## src/rtl/tedv3_imem_arbiter.sv

```systemverilog
// Two-master round-robin arbiter in front of a single-port instruction RAM.
// Grants are combinational from registered owner state; read data returns one cycle after issue.
module tedv3_imem_arbiter #(
  parameter int ADDR_W    = 16,
  parameter int DATA_W    = 32,
  parameter int MAX_BURST = 8,
  localparam int BE_W     = DATA_W / 8
) (
  input  logic              clk,
  input  logic              reset,

  input  logic [ADDR_W-1:0] p0_address,
  input  logic              p0_read,
  input  logic              p0_write,
  input  logic [BE_W-1:0]   p0_byteenable,
  input  logic [DATA_W-1:0] p0_writedata,
  output logic              p0_waitrequest,
  output logic [DATA_W-1:0] p0_readdata,
  output logic              p0_readdatavalid,

  input  logic [ADDR_W-1:0] p1_address,
  input  logic              p1_read,
  input  logic              p1_write,
  input  logic [BE_W-1:0]   p1_byteenable,
  input  logic [DATA_W-1:0] p1_writedata,
  output logic              p1_waitrequest,
  output logic [DATA_W-1:0] p1_readdata,
  output logic              p1_readdatavalid,

  output logic [ADDR_W-1:0] mem_address,
  output logic [BE_W-1:0]   mem_byteenable,
  output logic              mem_chipselect,
  output logic              mem_write,
  output logic [DATA_W-1:0] mem_writedata,
  output logic              mem_clken,
  input  logic [DATA_W-1:0] mem_readdata
);

  localparam int CNT_W = $clog2(MAX_BURST + 1);
  localparam logic [CNT_W-1:0] BURST_MAX = CNT_W'(MAX_BURST);

  typedef enum logic [1:0] {IDLE, OWN0, OWN1} owner_t;

  owner_t           owner;
  logic             rr_last;
  logic [CNT_W-1:0] burst_cnt;
  logic             rd_pend;
  logic             rd_port;

  logic             req0, req1;
  logic             grant0, grant1;
  logic             issue;
  logic             burst_open;
  logic [CNT_W-1:0] burst_inc;

  assign req0       = p0_read | p0_write;
  assign req1       = p1_read | p1_write;
  assign burst_open = burst_cnt < BURST_MAX;
  assign burst_inc  = (burst_cnt == BURST_MAX) ? burst_cnt : burst_cnt + CNT_W'(1);

  // Nothing is granted while reset is high, which also forces both waitrequests high.
  always_comb begin
    grant0 = 1'b0;
    grant1 = 1'b0;
    if (!reset) begin
      case (owner)
        IDLE: begin
          if (req0 && req1) begin
            grant0 = rr_last;
            grant1 = !rr_last;
          end else begin
            grant0 = req0;
            grant1 = req1;
          end
        end
        OWN0: begin
          if (req0 && (!req1 || burst_open)) grant0 = 1'b1;
          else                               grant1 = req1;
        end
        OWN1: begin
          if (req1 && (!req0 || burst_open)) grant1 = 1'b1;
          else                               grant0 = req0;
        end
        default: ;
      endcase
    end
  end

  assign issue = grant0 | grant1;

  always_ff @(posedge clk) begin
    if (reset) begin
      owner     <= IDLE;
      rr_last   <= 1'b1;
      burst_cnt <= '0;
      rd_pend   <= 1'b0;
      rd_port   <= 1'b0;
    end else begin
      rd_pend <= issue && !mem_write;
      rd_port <= grant1;
      if (grant0) begin
        owner     <= OWN0;
        rr_last   <= 1'b0;
        burst_cnt <= (owner == OWN0) ? burst_inc : CNT_W'(1);
      end else if (grant1) begin
        owner     <= OWN1;
        rr_last   <= 1'b1;
        burst_cnt <= (owner == OWN1) ? burst_inc : CNT_W'(1);
      end else begin
        owner     <= IDLE;
        burst_cnt <= '0;
      end
    end
  end

  assign p0_waitrequest = !grant0;
  assign p1_waitrequest = !grant1;

  // Port 0 drives the RAM bus by default; its values are don't-care when not issuing.
  assign mem_address    = grant1 ? p1_address    : p0_address;
  assign mem_byteenable = grant1 ? p1_byteenable : p0_byteenable;
  assign mem_writedata  = grant1 ? p1_writedata  : p0_writedata;
  assign mem_write      = grant1 ? p1_write      : (grant0 & p0_write);
  assign mem_chipselect = issue;
  assign mem_clken      = 1'b1;

  assign p0_readdata      = mem_readdata;
  assign p1_readdata      = mem_readdata;
  assign p0_readdatavalid = rd_pend && !rd_port && !reset;
  assign p1_readdatavalid = rd_pend &&  rd_port && !reset;

endmodule

```

## config.mk

```make
export PLATFORM = sky130hd
export DESIGN_NAME = tedv3_imem_arbiter
export DESIGN_NICKNAME = d
export VERILOG_FILES = /design/src/rtl/tedv3_imem_arbiter.sv
export SDC_FILE = /design/constraint.sdc
export NUM_CORES = 1
export LEC_CHECK = 0
export ABC_AREA = 1
export CAP_MARGIN = 40
export CORE_AREA = 2 2 103 105
export DETAILED_ROUTE_END_ITERATION = 10
export DIE_AREA = 0 0 105 107
export DONT_BUFFER_PORTS = 1
export PLACE_DENSITY_LB_ADDON = 0.15
export SYNTH_ARGS = -nofsm -noshare
export SYNTH_HDL_FRONTEND = slang
export SYNTH_SLANG_ARGS = --single-unit
```

## constraint.sdc

```tcl
create_clock -name clk -period 1.5 [get_ports clk]
set_input_delay 0.3 -clock clk [delete_from_list [all_inputs] [get_ports clk]]
set_output_delay 0.3 -clock clk [all_outputs]
set_load 0.005 [all_outputs]
```

Word level (Yosys, flattened, before mapping)
Cells that the tools add are included.
{ "word_totals": {"regBits": 9, "latch_bits": 0, "elab_cells": 59, "ram_bits": 0, "out_inout_bits": 123, "input_bits": 142, "n_memories": 0, "romBits": 0} }
{ "classes": {"n_lt_le_gt_ge": 1, "n_mux": 23, "reduce_logical": 21, "multipliers": 0, "n_shift": 0, "bitwise_logic": 4, "div_mod_pow": 0, "eq_ne": 3, "addsub": 1} }
{ "ops": {"columns": ["operator", "n"], "rows": [
  ["two-way mux 32 bit", 1],
  ["two-way mux 4 bit", 6],
  ["two-way mux 16 bit", 1],
  ["two-way mux 1 bit", 12],
  ["logical AND 1 bit", 8],
  ["logical NOT 1 bit", 8],
  ["case mux 1 bit (3 select lines)", 2],
  ["adder 4 x 1 -> 4 bit (second input constant)", 1],
  ["== test 4 bit (second input constant)", 1],
  ["less-than comparator 4 bit (second input constant)", 1],
  ["bitwise OR 1 bit", 3],
  ["== test 2 x 1 -> 1 bit (second input constant)", 1],
  ["== test 2 bit (second input constant)", 1],
  ["logical NOT 2 bit", 1],
  ["logical OR 1 bit", 2],
  ["two-way mux 2 bit", 1],
  ["nonzero test 2 bit", 1],
  ["OR reduction 2 bit", 1],
  ["AND 1 bit", 1]
]} }

Logic depth before layout (Yosys ltp)
{ "logic_depth": {"ltp_word": 11, "mapped_depth": 10, "ltp_nobuf": 9} }

Worst setup path after synthesis
OpenSTA, ideal clock, no wires.
{ "synth_path": {"kind": "reg2out", "from": "reg burst_cnt[3]", "to": "out mem_address[10]", "n_path_buf": 2, "stages_incl_launch_ff": 10, "t_arrival_ns": 1.162, "setup_slack_ns": 0.038, "t_required_ns": 1.200, "cell_sequence": "dfxtp_1 -> inv_2 -> a21oi_1 -> nand2_1 -> nand3_2 -> nand2_2 -> buf_6 -> buf_6 -> nand2_1 -> nand2_1"} }
{ "synth_via": {"elab_chain_len": 7, "elab_cells_between_ends": 10, "cone_classes": "order compare: 1; mux: 5; reduce/logical: 4"} }
{ "synth_lines": {"columns": ["element", "line", "rtl"], "rows": [
  ["start, declared", "46", "logic [CNT_W-1:0] burst_cnt;"],
  ["start signal, assigned", "104", "burst_cnt <= (owner == OWN0) ? burst_inc : CNT_W'(1);"],
  ["start signal, assigned", "108", "burst_cnt <= (owner == OWN1) ? burst_inc : CNT_W'(1);"],
  ["less-than comparator 4 bit *", "58", "assign burst_open = burst_cnt < BURST_MAX;"],
  ["logical OR 1 bit (on tied branches)", "81, 77", null],
  ["logical AND 1 bit (on tied branches)", "81, 77", null],
  ["two-way mux 1 bit (on tied branches)", "81, 77", null],
  ["case mux 1 bit (3 select lines) *", "66", "case (owner)"],
  ["two-way mux 1 bit *", "65", "if (!reset) begin"],
  ["two-way mux 16 bit *", "120", "assign mem_address = grant1 ? p1_address : p0_address;"],
  ["end, declared", "30", "output logic [ADDR_W-1:0] mem_address,"]
]} }
Mark *: on every way between the ends. The rest lies on a longest branch, timed or not.

Worst setup path in the final report
{ "layout_path": {"from": "reg burst_cnt[3]", "to": "out mem_address[2]"} }
Same word-level chain as after synthesis.

==> metrics.yaml <==
logic_synthesis:
  post_synth_mux_area_share_pct: 0
  synth_fp_nets: 462
  syn_area_mm2: 0.00172
  fraction_of_the_mapped_netlist_area_in_compound_gates_pct: 1.46
  yosys.area_share.simple_pct: 47.3
  synth_xor_xnor_area_share_pct: 1.02
  synth_top_family_by_area: "simple AND/OR/NAND/NOR gates"
  synth_adder_area_share_pct: 1.46
  synth_area_per_cell_um2: 5.39
  yosys_warnings: 0
  synth_cell_type_count: 20
  syn-instance-count: 318
  sequential_area_share_after_synthesis_pct: 10.5
  yosys_register_bits: 9
die:
  fp.dieArea_mm2: 0.0112
  row_count: 37
  die_y_um: 107
  top_level_ports: 265
  die_w_um: 105
  design.core.area_mm2: 0.0101
  initial_cell_density_of_the_core_pct: 17.0
pwr:
  ir_worst_vdd_v: 0.000408
  power_density_mw_per_mm2: 1270
  leakage_nw: 1.11
hold_path:
  holdPathEnd: "rd_pend"
  hp-start: "p0_write"
  hold_path_class: "input port to flip-flop"
  hold-path-cell-count: 3
sta:
  final-setup-viol-count: 55
  clock_skew_ns: 0.00569
  timing.final.max_slew_violations: 0
  hold_violations: 0
  layout_setup_ws_ns: -0.275
  fmax_ghz: 0.563
  min_period_over_period_pct: 118
  minimum_clock_period_after_layout_ns: 1.78
  grt_setup_unrepaired: "yes"
flow_run:
  cap_viol_max_count: 0
finish:
  layout-drive-gt1-share_pct: 44.2
  ant_cells: 0
  synth_to_final_area_change_pct: 18.5
  layout.nets: 419
  filler_cell_count: 1168
  layout.cells.non_filler: 410
  fin_area_mm2: 0.00203
route:
  detailroute.via_count: 1642
  drcViolationCount: 0
  totalWireLength_um: 5800
  drt_pre_antenna_iters: 4
  post_drt_wl_per_cell_um: 14.1
  avgViaCountPerCell: 4.00
  antenna_violating_nets_post_route: 0
  detail_route.iter0.violations: 32
global_routing:
  number_of_antenna_violations_at_the_first_check_in_global_routing: 0
  grt_pass1_vias: 1456
  grt_max_degree: 28
  gr-usage-all-layers_pct: 8.97
  globalRoute.totalOverflow: 0
  wire_length_of_the_first_global_routing_pass_um: 7730
critical_path:
  arrival_ns: 1.48
  cp_data_required_time_ns: 1.20
  setup.reg_to_reg.worst_slack_ns: 0.13
  path_max_fanout: 8
  timing.critical_path.from_type: "flip-flop"
  crit-reg2reg-capture: "rd_pend"
  timing_worst_setup_path_type: "flip-flop to output port"
  critical_path.reg2reg.startpoint: "owner[0]"
  ff2ff_path_depth: 10
  critPathCaptureType: "output port"
place:
  numPortBuffers: 0
  post_place_cell_area_mm2: 0.00144
  dpl.cell_count: 395
  gp_routability_congestion: 0.742
  hpwl_um: 4350
clock_network:
  numClockSinks: 9
  tritoncts: "yes"
  clkTransAtPathRegs_ns: 0.05
  clock_insertion_delay_at_the_later_pin_of_the_skew_report_ns: 0.24
  clock_tree.buffer_depth: 2
  number_of_cts_inserted_buffers: 3
  cts_hold_buffers: 0
  ctsRootBufferMaster: "clkbuf_8"
  h-tree-depth: 1
run_status:
  violations_in_the_final_reports: "setup timing"
  status: "finished with violations"
registers in the layout, summed over array words and instances, names as in the netlist:
name and cells:
rd_port 1, rr_last 1, owner 2, rd_pend 1, burst_cnt 4
placed cells by master (no fill, tap or decap), drive strengths merged:
master,n
nand3b,1
xor2,2
clkbuf,5
nor2,11
a21oi,1
nand4,1
inv,18
buf,26
conb,1
o21ai,4
ha,2
dfxtp,9
nand2,180
nand3,11
or2,2
synth_stat cells, drive strengths merged:
library cell	number	area share, %
ha	2	1.5
buf	76	34
nor2	11	2.4
inv	17	3.9
nand3b	1	0.44
o21ai	4	1.2
nand2	180	40
a21oi	1	0.29
dfxtp	9	11
conb	1	0.22
nand4	1	0.36
or2	2	0.73
xor2	2	1.0
nand3	11	3.5
layer usage:
layer  part of all wire, %  vias up  global-route usage [%]
li1                      -      793                       -
met1                    38      715                    10.2
met4                   2.6        0                    3.90
met3                   8.2       22                    1.52
met5                     0        -                       0
met2                    52      112                    16.4
area by class of cell:
class | count | area (um^2) | share of cell area, %
Multi-Input combinational cell | 216 | 1230 | 60.6
Timing Repair Buffer | 27 | 317 | 15.6
Sequential cell | 9 | 186 | 9.17
Tap cell | 136 | 170 | 8.37
Inverter | 17 | 80.1 | 3.94
Clock buffer | 4 | 45.0 | 2.22
Timing Repair inverter | 1 | 3.75 | 0.185
report_power, final:
group	total (mW)	leakage, nW	internal, mW	switching [mW]
clock	0.293	0.0228	0.186	0.107
sequential	0.368	0.0756	0.312	0.0559
combinational	1.93	1.01	0.829	1.10
how the worst max path moves through the flow:
stage | slack, ns | start | endpoint | depth (start not counted)
final | -0.28 | burst_cnt[3] | mem_address[2] | 9
after global routing | -0.36 | owner[0] | mem_byteenable[0] | 10
after CTS | -0.29 | burst_cnt[3] | mem_writedata[1] | 9
after detailed placement | -0.16 | p1_read | mem_address[10] | 8
after global placement | -0.14 | owner[0] | mem_address[10] | 9
after floorplan | 0.04 | burst_cnt[3] | mem_address[10] | 9
worst max-delay path, cell delays in order (launching register included):
cell	delay, ns
dfxtp_2	0.34
inv_2	0.04
a21oi_2	0.12
nand2_1	0.10
nand3_4	0.10
nand2_8	0.11
inv_16	0.12
buf_12	0.13
nand2_2	0.07
nand2_2	0.08
through the flow:
stage / utilization (%) / worst slack [ns] / hold WS [ns] / setup TNS [ns] / power [mW]
2_1_floorplan: - / 0.0383 / 0.525 / 0 / 1.40
3_3_place_gp: 14.3 / -0.145 / 0.570 / -3.89 / 1.59
3_5_place_dp: 14.3 / -0.156 / 0.566 / -4.04 / 1.57
4_1_cts: 18.8 / -0.294 / 0.304 / -14.39 / 2.48
5_1_grt: 20.1 / -0.356 / 0.318 / -17.30 / 2.79
6_report: 20.1 / -0.275 / 0.302 / -12.79 / 2.59
kinds of logic after synthesis:
kind of cell	after synthesis
AND/OR/NAND/NOR	206
buffers and inverters	93
flip-flops	9
AO/OA/AOI/OAI	5
XOR/XNOR	2
adder cells (fa/ha/maj)	2
other	1
what timing repair did:
item | CTS | global route
setup endpoints to repair | 56 | 59
setup buffers | 11 | 2
pin swaps | 19 | 32
cloned | 3 | 1
gates resized for setup | 84 | 49
No activity file was read; power rests on OpenSTA's default activity.
